### src/rtl/rot_imm_encoder_if.sv
// Request/result handshake bundle for the rotated-immediate encoder.
// The slave side is the encoder. The master side is the requester and consumer.
interface rot_imm_encoder_if;
  logic        in_valid;
  logic        in_ready;
  logic [31:0] value;
  logic        allow_invert;
  logic        out_valid;
  logic        out_ready;
  logic [7:0]  out_imm8;
  logic [3:0]  out_rotate;
  logic        out_inverted;
  logic        out_fail;

  modport slave (
    input  in_valid, value, allow_invert, out_ready,
    output in_ready, out_valid, out_imm8, out_rotate, out_inverted, out_fail
  );

  modport master (
    output in_valid, value, allow_invert, out_ready,
    input  in_ready, out_valid, out_imm8, out_rotate, out_inverted, out_fail
  );
endinterface

### src/rtl/rot_imm_encoder.sv
// Finds the canonical (imm8, rotate_imm) pair with value == imm8 ROR (2*rotate_imm).
// Each cycle tests one rotation. An optional second pass searches ~value for MVN.
module rot_imm_encoder #(
  parameter bit ENABLE_INVERT = 1'b1
) (
  input  logic         clk,
  input  logic         rst,
  rot_imm_encoder_if.slave bus
);

  typedef enum logic [1:0] {S_IDLE, S_SEARCH, S_SEARCH_INV, S_DONE} state_t;

  state_t      r_state, w_state_nxt;
  logic [31:0] r_work, w_work_nxt;
  logic        r_allow, w_allow_nxt;
  logic [3:0]  r_rot, w_rot_nxt;
  logic        r_out_valid, w_out_valid_nxt;
  logic [7:0]  r_imm8, w_imm8_nxt;
  logic [3:0]  r_rotate, w_rotate_nxt;
  logic        r_inverted, w_inverted_nxt;
  logic        r_fail, w_fail_nxt;

  logic [5:0]  w_amt;
  logic [31:0] w_rol;
  logic        w_match;
  logic        w_can_inv;

  // A shift by 32 yields zero, so the r=0 case needs no special handling.
  assign w_amt     = {1'b0, r_rot, 1'b0};
  assign w_rol     = (r_work << w_amt) | (r_work >> (6'd32 - w_amt));
  assign w_match   = (w_rol[31:8] == 24'd0);
  assign w_can_inv = ENABLE_INVERT && r_allow;

  always_comb begin
    // NOTE: every signal gets a default first, so no path can infer a latch.
    w_state_nxt     = r_state;
    w_work_nxt      = r_work;
    w_allow_nxt     = r_allow;
    w_rot_nxt       = r_rot;
    w_out_valid_nxt = r_out_valid;
    w_imm8_nxt      = r_imm8;
    w_rotate_nxt    = r_rotate;
    w_inverted_nxt  = r_inverted;
    w_fail_nxt      = r_fail;

    unique case (r_state)
      S_IDLE: begin
        if (bus.in_valid) begin
          w_work_nxt  = bus.value;
          w_allow_nxt = bus.allow_invert;
          w_rot_nxt   = 4'd0;
          w_state_nxt = S_SEARCH;
        end
      end
      S_SEARCH, S_SEARCH_INV: begin
        if (w_match) begin
          w_imm8_nxt      = w_rol[7:0];
          w_rotate_nxt    = r_rot;
          w_inverted_nxt  = (r_state == S_SEARCH_INV);
          w_fail_nxt      = 1'b0;
          w_out_valid_nxt = 1'b1;
          w_state_nxt     = S_DONE;
        end else if (r_rot != 4'd15) begin
          w_rot_nxt = r_rot + 4'd1;
        end else if ((r_state == S_SEARCH) && w_can_inv) begin
          w_work_nxt  = ~r_work;
          w_rot_nxt   = 4'd0;
          w_state_nxt = S_SEARCH_INV;
        end else begin
          w_imm8_nxt      = 8'd0;
          w_rotate_nxt    = 4'd0;
          w_inverted_nxt  = 1'b0;
          w_fail_nxt      = 1'b1;
          w_out_valid_nxt = 1'b1;
          w_state_nxt     = S_DONE;
        end
      end
      S_DONE: begin
        // Result fields stay put after the handshake; only valid drops.
        if (bus.out_ready) begin
          w_out_valid_nxt = 1'b0;
          w_state_nxt     = S_IDLE;
        end
      end
      default: w_state_nxt = S_IDLE;
    endcase
  end

  // NOTE: state uses non-blocking assignments so all registers update together at the edge.
  always_ff @(posedge clk or posedge rst) begin
    if (rst) begin
      r_state     <= S_IDLE;
      r_work      <= 32'd0;
      r_allow     <= 1'b0;
      r_rot       <= 4'd0;
      r_out_valid <= 1'b0;
      r_imm8      <= 8'd0;
      r_rotate    <= 4'd0;
      r_inverted  <= 1'b0;
      r_fail      <= 1'b0;
    end else begin
      r_state     <= w_state_nxt;
      r_work      <= w_work_nxt;
      r_allow     <= w_allow_nxt;
      r_rot       <= w_rot_nxt;
      r_out_valid <= w_out_valid_nxt;
      r_imm8      <= w_imm8_nxt;
      r_rotate    <= w_rotate_nxt;
      r_inverted  <= w_inverted_nxt;
      r_fail      <= w_fail_nxt;
    end
  end

  assign bus.in_ready     = (r_state == S_IDLE);
  assign bus.out_valid    = r_out_valid;
  assign bus.out_imm8     = r_imm8;
  assign bus.out_rotate   = r_rotate;
  assign bus.out_inverted = r_inverted;
  assign bus.out_fail     = r_fail;

endmodule

### src/flat_wrapper.sv
// flat-port wrapper written by rule: the top's interface ports become plain ports
module rot_imm_encoder_flat 
#(
  parameter bit ENABLE_INVERT = 1'b1
)
  (clk, rst, bus_in_valid, bus_value, bus_allow_invert, bus_out_ready, bus_in_ready, bus_out_valid, bus_out_imm8, bus_out_rotate, bus_out_inverted, bus_out_fail);
  rot_imm_encoder_if bus_i ();
  input  logic clk;
  input  logic rst;
  input wire logic [$bits(bus_i.in_valid)-1:0] bus_in_valid;
  input wire logic [$bits(bus_i.value)-1:0] bus_value;
  input wire logic [$bits(bus_i.allow_invert)-1:0] bus_allow_invert;
  input wire logic [$bits(bus_i.out_ready)-1:0] bus_out_ready;
  output wire logic [$bits(bus_i.in_ready)-1:0] bus_in_ready;
  output wire logic [$bits(bus_i.out_valid)-1:0] bus_out_valid;
  output wire logic [$bits(bus_i.out_imm8)-1:0] bus_out_imm8;
  output wire logic [$bits(bus_i.out_rotate)-1:0] bus_out_rotate;
  output wire logic [$bits(bus_i.out_inverted)-1:0] bus_out_inverted;
  output wire logic [$bits(bus_i.out_fail)-1:0] bus_out_fail;
  assign bus_i.in_valid = bus_in_valid;
  assign bus_i.value = bus_value;
  assign bus_i.allow_invert = bus_allow_invert;
  assign bus_i.out_ready = bus_out_ready;
  assign bus_in_ready = bus_i.in_ready;
  assign bus_out_valid = bus_i.out_valid;
  assign bus_out_imm8 = bus_i.out_imm8;
  assign bus_out_rotate = bus_i.out_rotate;
  assign bus_out_inverted = bus_i.out_inverted;
  assign bus_out_fail = bus_i.out_fail;
  rot_imm_encoder #(.ENABLE_INVERT(ENABLE_INVERT)) u_core (.clk(clk), .rst(rst), .bus(bus_i));
endmodule
### config.mk
export PLATFORM = sky130hd
export DESIGN_NAME = rot_imm_encoder_flat
export DESIGN_NICKNAME = d
export VERILOG_FILES = /design/src/rtl/rot_imm_encoder_if.sv /design/src/rtl/rot_imm_encoder.sv /design/src/flat_wrapper.sv
export SDC_FILE = /design/constraint.sdc
export NUM_CORES = 1
export LEC_CHECK = 0
export CAP_MARGIN = 10
export CORE_ASPECT_RATIO = 1.2
export CORE_MARGIN = 5
export CORE_UTILIZATION = 40
export DETAILED_ROUTE_END_ITERATION = 8
export PLACE_DENSITY = 0.7
export SYNTH_ARGS = -nofsm -noshare
export SYNTH_HDL_FRONTEND = slang
export SYNTH_SLANG_ARGS = --single-unit
### constraint.sdc
create_clock -name clk -period 8.2 [get_ports clk]
set_clock_uncertainty 0.1 [all_clocks]
set_input_delay 2.46 -clock clk [delete_from_list [all_inputs] [get_ports clk]]
set_output_delay 2.46 -clock clk [all_outputs]
set_load 0.02 [all_outputs]
Word-level counts from Yosys, hierarchy flattened. Index checks and enable logic that the tools add are counted.

Output and inout port bits: 16. Logic and storage cells: 72. Register bits after elaboration: 54.

Equal/unequal tests: 14. $add $sub $neg: 2. Mux-type cells: 31. Reduce and logical (&&, ||, !) cells: 12. Bitwise logic cells: 2. Shift operators: 2.

Operators by type and width (number): 32-bit two-way mux (4); 32-bit case mux with 2 select lines (1); 32-bit NOT (1); 32-bit OR (1); 32-bit by 5-bit << shifter with 32-bit output (1); 32-bit by 6-bit right shift with 32-bit output (1); 4-bit two-way mux (7); 24-bit logical NOT (1); 8-bit two-way mux (3); 1-bit two-way mux (9); 2-bit two-way mux (4); 2-bit inequality test, second input constant (4); 4-bit case mux with 2 select lines (1); 4-bit AND reduction (2); 2-bit by 1-bit inequality test with 1-bit output, second input constant (3); 3-bit by 2-bit inequality test with 1-bit output, second input constant (2); 2-bit case mux with 3 select lines (1); 3-bit AND reduction (2); 6-bit by 5-bit subtractor with 6-bit output, first input constant (1); 5-bit AND reduction (1); 4-bit by 1-bit adder with 4-bit output, second input constant (1); 2-bit == test, second input constant (2); 4-bit inequality test, second input constant (1); 2-bit nonzero test (2); 7 further kinds (7).

Logic depth before layout (Yosys ltp). Gate-level depths: netlist of run 1.

Word-level depth: 6. Gate-level depth with buffers: 16. Depth with buffers taken out: 10.

Least setup slack after synthesis of run 1. OpenSTA, ideal clock, no wires.

Path kind: in2reg. Start point: input port bus_in_valid. End point: register u_core.r_work[23]. Library setup time: 0.126 ns. Stages: 8. Arrival: 3.772 ns. Setup slack: 4.202 ns. Cells stage by stage: nor2_1 > or2_2 > clkbuf_1 > nor2_1 > a21oi_1 > buf_2 > nor2_1 > o32a_1.

Word-level cells in the longest chain between the ends: 2.

RTL lines: from (decl) (RTL line flat_wrapper.sv:10) `input wire logic [$bits(bus_i.in_valid)-1:0] bus_in_valid;`; 2-bit inequality test (no line); 5-bit AND reduction (no line); to (signal assigned) (RTL line rot_imm_encoder.sv:103) `r_work <= w_work_nxt;`; to (decl) (RTL line rot_imm_encoder.sv:14) `logic [31:0] r_work, w_work_nxt;`.

No other way between the ends. A chain may end at the register's enable or synchronous reset.

Final worst setup path of run 1.
Start point: input port bus_in_valid. End point: register u_core.r_work[0].

Same word-level chain as after synthesis.

==> results of run 1 <==
[kinds of logic after synthesis]
kind of cell	share of synthesized area [%]
mux	19.4
simple gates	17.6
flops	29.7
xor+xnor	0.385
compound gates	24.0
buf+inv	7.04
fa+ha+maj	1.93
[cell usage after synthesis (all sizes together) (2+ instances only)]
| library cell | n |
|---|---|
| a211oi | 10 |
| a21o | 2 |
| a21oi | 31 |
| a22oi | 2 |
| a2bb2oi | 2 |
| a311o | 2 |
| a31oi | 2 |
| a32oi | 2 |
| and2 | 3 |
| and3 | 2 |
| buf | 21 |
| clkbuf | 35 |
| dfrtp | 54 |
| ha | 7 |
| inv | 15 |
| mux2 | 3 |
| mux2i | 37 |
| mux4 | 21 |
| nand2 | 31 |
| nand2b | 4 |
| nand3 | 9 |
| nand4 | 2 |
| nor2 | 70 |
| nor2b | 8 |
| nor3 | 13 |
| nor3b | 4 |
| nor4 | 9 |
| nor4b | 3 |
| o2111ai | 2 |
| o211a | 3 |
| o211ai | 3 |
| o21ai | 11 |
| o21bai | 4 |
| o22ai | 4 |
| o31ai | 21 |
| o32a | 13 |
| o32ai | 21 |
| or2 | 2 |
| or3 | 2 |
| or4 | 2 |
[final cells by class]
class                      count  area [µm²]  share of cell area, %
sequential                    54        1350                   25.9
multi-input combinational    381        2890                   55.4
clock buffer                   7         133                   2.54
timing repair buffer          61         588                   11.3
tap                          154         193                   3.69
inverter                      15        56.3                   1.08
clock inverter                 1        7.51                  0.144
[per-layer routing]
| metal | vias up | wire, µm | track usage [%] | part of all wire (%) |
|---|---|---|---|---|
| met2 | 150 | 6260 | 31.3 | 50 |
| li1 | 1946 | - | - | - |
| met4 | 0 | 191 | 4.98 | 1.5 |
| met3 | 15 | 749 | 2.85 | 6.0 |
| met5 | - | 0 | 0 | 0 |
| met1 | 2022 | 5390 | 25.5 | 43 |
[final timing paths]
kind                                             to  cells after the start                start
worst max-delay path               u_core.r_work[0]                      7         bus_in_valid
worst min register to register  u_core.bus.out_fail                      1  u_core.bus.out_fail
worst min-delay path            u_core.bus.out_fail                      1  u_core.bus.out_fail
worst max register to register    u_core.r_state[0]                     11      u_core.r_rot[1]
max in group asynchronous           u_core.r_rot[0]                      3                  rst
min in group asynchronous            u_core.r_allow                      3                  rst
[power by group through the flow]
stage | clock network, W | registers, W | logic [W]
finish | 0.000213 | 0.000602 | 0.00168
global placement | 0 | 0.000589 | 0.00162
global route | 0.000223 | 0.000623 | 0.00185
floorplan | 0 | 0.000454 | 0.00144
CTS | 0.000216 | 0.000594 | 0.00168
detailed placement | 0 | 0.000601 | 0.00167
[stage by stage]
step	hold WS, ns	worst slack, ns	util (%)	instance area [µm²]	total power [W]
4_1_cts	0.407	3.16	47.1	5220	0.00249
5_1_grt	0.433	2.96	47.1	5220	0.00270
6_report	0.408	3.17	47.1	5220	0.00250
3_3_place_gp	0.372	3.02	45.8	5080	0.00221
2_1_floorplan	0.422	4.20	-	4550	0.00190
3_5_place_dp	0.391	2.90	45.8	5080	0.00227
[sequential cells by signal (all words and copies together) (netlist names)]
signal / count
u_core.bus.out_inverted: 1
u_core.r_allow: 1
u_core.bus.out_rotate: 4
u_core.bus.out_valid: 1
u_core.r_state: 2
u_core.bus.out_fail: 1
u_core.r_work: 32
u_core.r_rot: 4
u_core.bus.out_imm8: 8
==> out/metrics.cfg, run 1 <==
[worst_setup_path]
cpPeakStageDelay_ns = 0.79
worst_path_most_repeated_cell = nor2_1
crit_required_ns = 8.28
path_max_fanout = 37
worstSetupStartpointType = input pin
end_kind = flip-flop
path_cells = clkdlybuf4s50_1 -> nor2_1 -> or2_2 -> nor2_1 -> a21oi_1 -> nor2_1 -> o32a_1
slowest_stage = a21oi_1
path_class = in2reg
crit_buf_inv = 1
reg2reg_slack_ns = 3.32
worstPathArrival_ns = 5.11
cp_top_family = compound AO/OA/AOI/OAI gates

[grt]
grt_pass1_wl_um = 20900
first_global_vias = 4001
overflow = 0
grt_usage_pct = 18.8
antenna_found_initial = 0
grt_max_degree = 68

[floorplanning]
initial_core_util_pct = 41.0
dieArea_um2 = 13600
core_um2 = 11100
io_pins = 53
fp.dieH_um = 127
placementRows = 42
dieWidth_um = 107

[timing]
hold_viol = 0
rsz0062_at_grt = false
slew_violations = 0
tightest_slew_ns = 1.19
period_minus_slack_ns = 5.03
setup_viol_count_final = 0
period_share_pct = 61.3
fin_tns_setup_ns = 0
slew_headroom_pct = 20.7
fmax_ghz = 0.199

[placed_design]
portBuffers = 52
placed_cells = 665
dpl.hpwl_um = 8870
gp_congestion = 0.933

[yosys]
synth-seq-cells = 54
synthCells = 506
synthArstFlopShare_pct = 100
seq_area_frac_synth_pct = 29.7
syn_area_um2 = 4550
syn_avg_cell_area_um2 = 8.99
synth_edf_count = 0
yosys_most_used_dff = dfrtp_1
netlist.area_leader.share_pct = 29.7
ys_top_cells_by_area = dfrtp_1 30%, mux4_2 9.9%, mux2i_1 8.1%
yosys.cell_types.count = 62
synth_top_cell_by_area = dfrtp_1
synth_nets = 550
yosysWarnings = 0

[finish]
instances_no_fill = 673
fillers = 1059
insertedDiodeCount = 0
mostFrequentLayoutCells = 70 x nor2_1, 53 x dfrtp_1, 52 x clkdlybuf4s50_1
layout-drive-gt1-share_pct = 10.0
final_common_cell = nor2_1
synthToLayoutAreaGrowth_pct = 14.8
nets = 562

[power_and_ir_drop]
leakage_nw = 2.06
swShare_pct = 50.5
clkPwrFrac_pct = 8.5
p_per_area_nw_per_um2 = 478
pwr-share-seq_pct = 24.1
combPwrFrac_pct = 67.3
p_int_w = 0.00124
p_switching_w = 0.00126
vdd_drop_max_mv = 0.224

[run_status]
status = completed

[clocking]
cts.sinks = 54
cts_tree = built
cts_resized = 0
clock_latency_ns = 0.30
holdBufCountCts = 0
numCtsBuffers = 5
clock_path_buffers = 2
postCtsSetupBuffers = 0
clkTransAtPathRegs_ns = 0.07
h-tree-depth = 2
cts_root_buffer = clkbuf_16

[job]
timing.max_cap.violations = 0

[detailed_routing]
wirelength_um = 12600
ant_nets = 0
drt_pass1_iterations = 5
post_drt_wl_per_cell_um = 18.7
vias_per_cell = 6.14
drtIter0Drc = 315
vias = 4133
drcViolationCount = 0

[min_path]
hold_path_class = reg2reg

Power figures use the tool's default switching activity.
==> run 2, diff against run 1 <==
- PLACE_DENSITY: 0.7 -> 0.73
- clock period: 8.2 -> 4.4 ns (I/O delays scaled with it)
==> run 2 against run 1 <==
Against the previous run: combinational power rose by 91%; critical path depth is 4 higher; first-iteration DRC count increased by 37%; clock-buffer cell count decreased by 1; via count up 2.4%; largest cell class unchanged; sequential share of layout area shrank 0.34 points.
==> out/metrics.cfg, run 2 (synthesis gave the netlist of run 1 again) <==
[run_status]
status = completed

[timing]
fin_tns_setup_ns = 0
setup_ws_ns = 0.561
rsz0062_at_grt = false
slew_headroom_pct = 36.5
tightest_slew_ns = 0.949
hold_viol = 0
slew_violations = 0
fmax_ghz = 0.260
setup_viol_count_final = 0
period_minus_slack_ns = 3.84
period_share_pct = 87.3

[clocking]
cts_resized = 0
cts.sinks = 54
clkTransAtPathRegs_ns = 0.07
numCtsBuffers = 5
holdBufCountCts = 0
cts_root_buffer = clkbuf_16
h-tree-depth = 2
clock_path_buffers = 2
cts_tree = built
clock_latency_ns = 0.30
postCtsSetupBuffers = 0

[min_path]
hold_start = u_core.bus.out_fail
hold_depth = 1
hold-path-endpoint = u_core.bus.out_fail
hold_path_class = reg2reg

[floorplanning]
fp.dieH_um = 127
placementRows = 42
dieArea_um2 = 13600
initial_core_util_pct = 41.0
io_pins = 53
dieWidth_um = 107
core_um2 = 11100

[power_and_ir_drop]
vdd_drop_max_mv = 0.333
leakage_nw = 2.11
p_switching_w = 0.00236
p_per_area_nw_per_um2 = 895
swShare_pct = 49.9
pwr-share-seq_pct = 23.7
p_int_w = 0.00237
combPwrFrac_pct = 67.9
clkPwrFrac_pct = 8.4

[detailed_routing]
drcViolationCount = 0
drt_pass1_iterations = 5
drtIter0Drc = 433
vias_per_cell = 6.21
vias = 4233
ant_nets = 0
wirelength_um = 12700
post_drt_wl_per_cell_um = 18.7

[grt]
grt_usage_pct = 18.6
grt_pass1_wl_um = 20700
overflow = 0
antenna_found_initial = 0
first_global_vias = 3984
grt_max_degree = 66

[finish]
insertedDiodeCount = 0
mostFrequentLayoutCells = 70 x nor2_1, 53 x dfrtp_1, 52 x clkdlybuf4s50_1
instances_no_fill = 682
final_common_cell = nor2_1
fillers = 1069
largest_register = u_core.r_work
synthToLayoutAreaGrowth_pct = 16.3
largest_register_ffs = 32
layout-drive-gt1-share_pct = 11.7
nets = 571

[placed_design]
gp_congestion = 0.966
placed_cells = 674
pre_cts_slack_ns = 0.608
dpl.hpwl_um = 9270
portBuffers = 52

[worst_setup_path]
worstPathArrival_ns = 3.90
path_class = reg2reg
end_kind = flip-flop
path_max_fanout = 65
reg2reg_depth = 11
worstSetupStartpointType = flip-flop
crit_required_ns = 4.47
reg2reg_slack_ns = 0.56
r2r_end = u_core.r_work[18]
r2r-start = u_core.r_rot[0]

[job]
timing.max_cap.violations = 0

-- run 2: worst max-delay path by stage --
stage | start | end | slack [ns] | cells past startpoint
2_1_floorplan | u_core.r_rot[1] | u_core.r_rot[0] | 0.50 | 13
3_3_place_gp | u_core.r_rot[0] | u_core.r_rot[0] | 0.69 | 9
3_5_place_dp | u_core.r_rot[0] | u_core.r_work[18] | 0.61 | 11
4_1_cts | u_core.r_rot[0] | u_core.r_work[18] | 0.59 | 11
5_1_grt | u_core.r_rot[0] | u_core.r_work[18] | 0.35 | 11
6_report | u_core.r_rot[0] | u_core.r_work[18] | 0.56 | 11
-- run 2: power by group through the flow --
stage | sequential [W] | combinational (W) | clock, W
floorplan | 0.000846 | 0.00269 | 0
global placement | 0.00109 | 0.00310 | 0
detailed placement | 0.00112 | 0.00317 | 0
CTS | 0.00111 | 0.00318 | 0.000400
global route | 0.00116 | 0.00349 | 0.000421
finish | 0.00112 | 0.00321 | 0.000398
-- run 2: worst max-delay path, stage by stage (launching register included) --
cell and delay [ns]:
dfrtp_2 0.36, buf_4 0.58, mux4_1 0.68, or4_4 0.57
o31ai_4 0.24, nand4_1 0.16, a21oi_1 0.18, nor3_1 0.06
buf_4 0.19, a211oi_2 0.15, buf_4 0.29, o32ai_1 0.13
-- run 2: metal layers --
layer	GRT usage (%)	up-vias	share of wire, %
li1	-	1966	-
met1	24.9	2065	43
met2	30.4	171	49
met3	2.49	31	5.2
met4	7.13	0	2.9
met5	0	-	0
-- run 2: area by class of cell --
cell class / instances / area [µm²] / share of cell area [%]
Inverter: 15 / 56.3 / 1.06
Tap cell: 154 / 193 / 3.64
Sequential cell: 54 / 1350 / 25.6
Clock buffer: 6 / 129 / 2.44
Timing Repair Buffer: 70 / 656 / 12.4
Clock inverter: 2 / 13.8 / 0.260
Multi-Input combinational cell: 381 / 2890 / 54.6
-- run 2: metrics by stage --
| stage | cell area (µm²) | power, W | utilization [%] | hold slack [ns] |
|---|---|---|---|---|
| 2_1_floorplan | 4550 | 0.00354 | - | 0.422 |
| 3_3_place_gp | 5150 | 0.00419 | 46.4 | 0.379 |
| 3_5_place_dp | 5150 | 0.00429 | 46.4 | 0.417 |
| 4_1_cts | 5290 | 0.00469 | 47.7 | 0.433 |
| 5_1_grt | 5290 | 0.00507 | 47.7 | 0.441 |
| 6_report | 5290 | 0.00473 | 47.7 | 0.419 |
